### config.mk
export PLATFORM = sky130hd
export DESIGN_NAME = instruction_fetch_stage
export DESIGN_NICKNAME = d
export VERILOG_FILES = /design/src/rtl/instruction_fetch_stage.sv
export SDC_FILE = /design/constraint.sdc
export NUM_CORES = 1
export LEC_CHECK = 0
export CAP_MARGIN = 0
export CORE_MARGIN = 8
export CORE_UTILIZATION = 41
export CTS_CLUSTER_SIZE = 30
export DETAILED_ROUTE_END_ITERATION = 10
export PLACE_DENSITY = 0.73
export SYNTH_ARGS = -nofsm -noshare
export SYNTH_HDL_FRONTEND = slang
export SYNTH_SLANG_ARGS = --single-unit
### constraint.sdc
create_clock -name clk_i -period 2.35 [get_ports clk_i]
set_input_delay 0.235 -clock clk_i [delete_from_list [all_inputs] [get_ports clk_i]]
set_output_delay 0.235 -clock clk_i [all_outputs]
set_load 0.01 [all_outputs]
### src/rtl/instruction_fetch_stage.sv
// Fetch stage: owns the PC, drives instruction-memory requests and the IF/ID register.
// Optional one-entry skid buffer for acks that arrive during a stall: define FETCH_BUF_EN.
module instruction_fetch_stage #(
    parameter logic [31:0] RESET_PC  = 32'h0000_0000,
    parameter logic [31:0] NOP_INSTR = 32'h0000_0013
) (
    input  logic        clk_i,
    input  logic        rst_i,
    input  logic        stall_i,
    input  logic        flush_i,
    input  logic [29:0] target_i,
    output logic        imem_req_o,
    output logic [29:0] imem_addr_o,
    input  logic        imem_ack_i,
    input  logic [31:0] imem_rdata_i,
    output logic        busywait_o,
    output logic [29:0] instr_if_id_o,
    output logic [29:0] pc_if_id_o,
    output logic        valid_if_id_o
);

    localparam logic [29:0] RESET_WORD = RESET_PC[31:2];
    localparam logic [29:0] NOP_WORD   = NOP_INSTR[31:2];

    typedef enum logic [1:0] {
        S_BOOT,
        S_FETCH
`ifdef FETCH_BUF_EN
        ,
        S_HOLD
`endif
    } state_t;

    state_t      state_q, state_d;
    logic [29:0] pc_q, pc_d;
    logic [29:0] instr_q, instr_d;
    logic [29:0] ifpc_q, ifpc_d;
    logic        valid_q, valid_d;
    logic        hold;

    // Opcode bits [1:0] are always 2'b11 and are not stored.
    logic        unused_rdata_bits;
    assign unused_rdata_bits = ^imem_rdata_i[1:0];

`ifdef FETCH_BUF_EN
    logic [29:0] buf_instr_q, buf_instr_d;
    logic [29:0] buf_pc_q, buf_pc_d;

    assign hold = (state_q == S_HOLD);
`else
    assign hold = 1'b0;
`endif

    assign imem_req_o    = (state_q != S_BOOT);
    assign imem_addr_o   = pc_q;
    // While holding, IF/ID is fed from the buffer, so memory is never waited on.
    assign busywait_o    = imem_req_o & ~imem_ack_i & ~hold;
    assign instr_if_id_o = instr_q;
    assign pc_if_id_o    = ifpc_q;
    assign valid_if_id_o = valid_q;

    always_comb begin
        state_d = state_q;
        pc_d    = pc_q;
        instr_d = instr_q;
        ifpc_d  = ifpc_q;
        valid_d = valid_q;
`ifdef FETCH_BUF_EN
        buf_instr_d = buf_instr_q;
        buf_pc_d    = buf_pc_q;
`endif
        if (state_q == S_BOOT) begin
            state_d = S_FETCH;
        end else if (flush_i) begin
            state_d = S_FETCH;
            pc_d    = target_i;
            instr_d = NOP_WORD;
            ifpc_d  = target_i;
            valid_d = 1'b0;
`ifdef FETCH_BUF_EN
            buf_instr_d = NOP_WORD;
            buf_pc_d    = target_i;
`endif
        end else begin
            unique case (state_q)
                S_FETCH: begin
                    if (stall_i) begin
`ifdef FETCH_BUF_EN
                        if (imem_ack_i) begin
                            buf_instr_d = imem_rdata_i[31:2];
                            buf_pc_d    = pc_q;
                            pc_d        = pc_q + 30'd1;
                            state_d     = S_HOLD;
                        end
`endif
                    end else if (imem_ack_i) begin
                        instr_d = imem_rdata_i[31:2];
                        ifpc_d  = pc_q;
                        valid_d = 1'b1;
                        pc_d    = pc_q + 30'd1;
                    end
                end
`ifdef FETCH_BUF_EN
                S_HOLD: begin
                    // Any ack here is dropped; PC still names that word.
                    if (!stall_i) begin
                        instr_d = buf_instr_q;
                        ifpc_d  = buf_pc_q;
                        valid_d = 1'b1;
                        state_d = S_FETCH;
                    end
                end
`endif
                default: begin
                    state_d = S_BOOT;
                end
            endcase
        end
    end

    always_ff @(posedge clk_i or negedge rst_i) begin
        if (!rst_i) begin
            state_q <= S_BOOT;
            pc_q    <= RESET_WORD;
            instr_q <= NOP_WORD;
            ifpc_q  <= RESET_WORD;
            valid_q <= 1'b0;
        end else begin
            state_q <= state_d;
            pc_q    <= pc_d;
            instr_q <= instr_d;
            ifpc_q  <= ifpc_d;
            valid_q <= valid_d;
        end
    end

`ifdef FETCH_BUF_EN
    always_ff @(posedge clk_i or negedge rst_i) begin
        if (!rst_i) begin
            buf_instr_q <= NOP_WORD;
            buf_pc_q    <= RESET_WORD;
        end else begin
            buf_instr_q <= buf_instr_d;
            buf_pc_q    <= buf_pc_d;
        end
    end
`endif

endmodule
==> Word-level counts from Yosys, hierarchy flattened <==
Index checks and enable logic that the tools add are counted.
{ "classes": {"n_addsub": 1, "reduce_logical": 5, "eq_ne": 3, "bitwise_logic": 3, "mux": 19} }
{ "ops": {"columns": ["op", "count"], "rows": [
  ["30-bit two-way mux", 12],
  ["30-bit by 1-bit adder with 30-bit output (second input constant)", 1],
  ["2-bit two-way mux", 3],
  ["2-bit nonzero test", 3],
  ["1-bit two-way mux", 4],
  ["4-bit AND reduction", 1],
  ["3-bit inequality test (second input constant)", 1],
  ["2-bit by 1-bit equality test with 1-bit output (second input constant)", 1],
  ["2-bit logical NOT", 1],
  ["2-bit by 1-bit inequality test with 1-bit output (second input constant)", 1],
  ["1-bit inverter", 2],
  ["1-bit bitwise AND", 1]
]} }
{ "word_totals": {"ff_bits": 93, "inputBits": 67, "word_cells": 36, "output_inout_bits": 93} }

==> Depth between registers and ports, before layout <==
{ "logic_depth": {"ltp_word": 5, "depth_mapped": 7} }

==> Least setup slack after synthesis <==
No wires, ideal clock.
{ "synth_timing": {"path_kind": "reg2reg", "start": "register pc_q[1] (netlist: imem_addr_o[1])", "end": "register pc_q[20] (netlist: imem_addr_o[20])", "path_buffers": 1, "required_time_ns": 2.213, "arrival_ns": 1.735, "path_stages_with_launch": 8, "setup_slack_ns": 0.478, "cell_sequence": "dfrtp_1 > ha_1 > nand3_1 > nor4_2 > buf_2 > a31oi_1 > o21ai_0 > o311ai_1"} }
{ "synth_between": {"elab_chain_len": 5} }
{ "synth_rtl": {"columns": ["element", "line", "rtl"], "rows": [
  ["start: declaration", "35", "logic [29:0] pc_q, pc_d;"],
  ["start signal: assignment", "130", "pc_q <= pc_d;"],
  ["30-bit by 1-bit adder with 30-bit output", "100", "pc_d = pc_q + 30'd1;"],
  ["30-bit two-way mux", "96", "end else if (imem_ack_i) begin"],
  ["30-bit two-way mux", "87", "if (stall_i) begin"],
  ["30-bit two-way mux", "85", "unique case (state_q)"],
  ["30-bit two-way mux", "74", "end else if (flush_i) begin"]
]} }
No other way between the ends. The select of a mux whose other input is x is not followed.
A chain may end at the register's enable or synchronous reset.

==> Worst setup path after layout <==
{ "layout_timing": {"start": "register pc_q[0] (netlist: imem_addr_o[0])", "end": "register pc_q[28] (netlist: imem_addr_o[28])"} }
Same word-level chain as after synthesis.

==> results.sh <==
export IMPL_drc=0
export IMPL_drv_slew=0
export IMPL_antenna_found_initial=0
export IMPL_synth_seq_cells=92
export IMPL_hold_viol=0
export IMPL_fin_crit_ns=1.972
export IMPL_clkTransAtPathRegs_ns=0.10
export IMPL_grt_use_total_pct=18.16
export IMPL_grt_most_used_layer="met2"
export IMPL_cts_resized=0
export IMPL_setup_tns_ns=0
export IMPL_areaGrowthSynthToFinish_pct=48.56
export IMPL_final_cell_mix="156 x clkdlybuf4s50_1, 91 x dfrtp_1, 70 x nand2_1, 30 x o21ai_0, 29 x a22o_1"
export IMPL_tightest_slew_ns=0.6193
export IMPL_grtUsageMet3_pct=3.118
export IMPL_required_ns=2.59
export IMPL_nets=644
export IMPL_grt_ovfl_total=0
export IMPL_comb_power_share_pct=24.8
export IMPL_clk_path_buf_depth=2
export IMPL_gp_congestion=0.7928
export IMPL_synth_async_sr_flop_share_pct=100.0
export IMPL_critPathLaunchType="flop"
export IMPL_cts_sinks=92
export IMPL_wl_mm=12.95
export IMPL_syn_instance_count=419
export IMPL_syn_area_sq_mm=0.004220
export IMPL_p_leak_uw=0.002712
export IMPL_coreArea_sq_mm=0.01014
export IMPL_synth_flop_cell="dfrtp_1"
export IMPL_dp_hpwl_mm=9.452
export IMPL_synth_top_cell_area_share_pct=53.96
export IMPL_grt_pass1_vias=3939
export IMPL_setup_violations_final=0
export IMPL_slew_limit_headroom_pct=58.71
export IMPL_die_w_um=117.5
export IMPL_vias=3906
export IMPL_stdcell_count=717
export IMPL_layout_commonest_cell="clkdlybuf4s50_1"
export IMPL_yosys_area_top_type="dfrtp_1"
export IMPL_switching_share_pct=29.01
export IMPL_grt_first_pass_wirelength_mm=20.91
export IMPL_p_sw_uw=1231
export IMPL_status="completed"
export IMPL_die_area_sq_mm=0.01380
export IMPL_grt_max_degree=70
export IMPL_initial_core_util_pct=41.63
export IMPL_io_buffers=157
export IMPL_ant_nets=0
export IMPL_drive_gt1_share_pct=7.573
export IMPL_cp_cell_sequence="ha_1 -> nand3_1 -> nor4_2 -> buf_4 -> nand3_1 -> mux2i_1 -> nand3_1"
export IMPL_avgSynthCellArea_sq_um=10.07
export IMPL_seq_area_frac_synth_pct=54.58
export IMPL_htreeDepth=3
export IMPL_critPathKind="reg2reg"
export IMPL_synth_edff_count=0
export IMPL_ios=160
export IMPL_postSynthNetCount=487
export IMPL_internal_power_uw=3012
export IMPL_cp_slowest_cell="nor4_2"
export IMPL_die_h_um=117.5
export IMPL_p_clk_share_pct=28.6
export IMPL_hold_path_class="in2async"
export IMPL_skew_ns=0.01224
export IMPL_ys_types=49
export IMPL_root_buffer="clkbuf_8"
export IMPL_crit_path_max_incr_delay_ns=0.45
export IMPL_drt_wirelength_per_cell_um=18.07
export IMPL_core_rowCount=37
export IMPL_cts_buffers=9
export IMPL_worstPathArrival_ns=2.21
export IMPL_dp_cells=700
export IMPL_insertion_delay_ns=0.35
export IMPL_end_kind="flop"
export IMPL_ir_worst_vdd_uv=329.0
export IMPL_synthTopCellsByArea="dfrtp_1 54%, nand2_1 6.2%, a22o_1 6.0%"
export IMPL_powerDensity_mw_per_mm2=676.6
export IMPL_seqPwrFrac_pct=46.6
export IMPL_clock_fmax_mhz=507.0
export IMPL_drt_iter0_markers=223
export IMPL_yosysWarnings=0
export IMPL_num_antenna_cells=0
export IMPL_vias_per_cell=5.448
export IMPL_cts_tree="built"
export IMPL_met1_usage_pct=22.70
export IMPL_maxCapViolations=0
export IMPL_cp_max_fo=10
export IMPL_first_pass_iters=5
export IMPL_rsz0062_at_grt="false"
export IMPL_globalRouteMet2Util_pct=31.19
export IMPL_fin_crit_sh_pct=83.93
export IMPL_cp_common_cell="nand3_1"
==> critical path: cells and delay by family, from the launching register on <==
family        cells  cell delay, ns
fa+ha+maj         1            0.23
flops             1            0.36
simple gates      4            0.84
mux               1            0.19
buf+inv           1            0.25
==> per-stage QoR <==
stage               total power (uW)  hold slack [ns]  cell area (sq um)  setup WS, ns  util (%)
global route                    4450           0.4405               6270        0.2488     61.84
detailed placement              3063           0.2945               6028        0.2437     59.46
finish                          4242           0.4385               6270        0.3777     61.84
CTS                             4292           0.4150               6270        0.4029     61.84
global placement                3034           0.2998               6028        0.3395     59.46
floorplan                       2376         -0.06059               4220        0.4782         -
==> power groups by stage <==
stage | registers [uW] | clock network (uW) | logic (uW)
finish | 1980 | 1210 | 1050
global route | 2010 | 1300 | 1140
CTS | 1970 | 1250 | 1070
detailed placement | 2000 | 0 | 1060
global placement | 1990 | 0 | 1040
floorplan | 2050 | 0 | 329
==> synth_stat cells (all sizes together), types with 4 or more instances <==
master and n:
o21ai 31, clkbuf 22, and3 4, o211ai 8, buf 10, nor2 16
mux2i 10, a22o 29, nor2b 8, dfrtp 91, a22oi 20, a31oi 8
nand3 20, o311ai 6, nand2 70, nand4 10, nor3 5, a21oi 15
==> repair_timing <==
| action | 4_1_cts | 5_1_grt |
|---|---|---|
| hold buffers | 1 | 0 |
| endpoints found under the hold margin | 45 | 0 |
| setup buffers | 0 | 0 |
==> cells by family (layout without fill, tap and decap cells) <==
| logic type | after synthesis | count (layout) | synth area share, % |
|---|---|---|---|
| AND/OR/NAND/NOR | 150 | 150 | 17.73 |
| AO/OA/AOI/OAI | 128 | 128 | 21.14 |
| flip-flops | 92 | 92 | 54.58 |
| buffers and inverters | 35 | 197 | 3.380 |
| multiplexers | 10 | 10 | 2.372 |
| XOR/XNOR | 2 | 2 | 0.4151 |
| adder cells (fa/ha/maj) | 1 | 1 | 0.2964 |
| other | 1 | 1 | 0.08886 |
==> layout make-up <==
class                   instances  area (sq um)
repair buffers                178          1767
well taps                     136         170.2
inverters                       3         11.26
clock inverters                 6         93.84
flip-flops and latches         92          2303
fillers                       850          3869
multi-input cells             292          1787
clock buffers                  10         137.6
==> sequential cells by signal, summed over array words and instances, names as in the netlist <==
signal and cells:
valid_if_id_o 1, instr_if_id_o 30, state_q 1, pc_if_id_o 30, imem_addr_o 30
==> worst paths after layout <==
kind / endpoint / start / depth (start not counted) / slack, ns
max in group asynchronous: imem_addr_o[15] / rst_i / 3 / 1.25
worst min register to register: pc_if_id_o[0] / pc_if_id_o[0] / 2 / 0.49
worst max-delay path: imem_addr_o[28] / imem_addr_o[0] / 7 / 0.38
min in group clk_i: pc_if_id_o[2] / target_i[2] / 3 / 0.44
worst max register to register: imem_addr_o[28] / imem_addr_o[0] / 7 / 0.38
worst min-delay path: instr_if_id_o[24] / rst_i / 2 / 0.44
==> routing by layer <==
| metal | wire [um] | share of wire [%] | vias up |
|---|---|---|---|
| met5 | 0 | 0 | - |
| met4 | 176 | 1.4 | 0 |
| met3 | 598 | 4.6 | 13 |
| met2 | 6588 | 51 | 112 |
| met1 | 5590 | 43 | 1932 |
| li1 | - | - | 1849 |
Power figures use the tool's default switching activity.
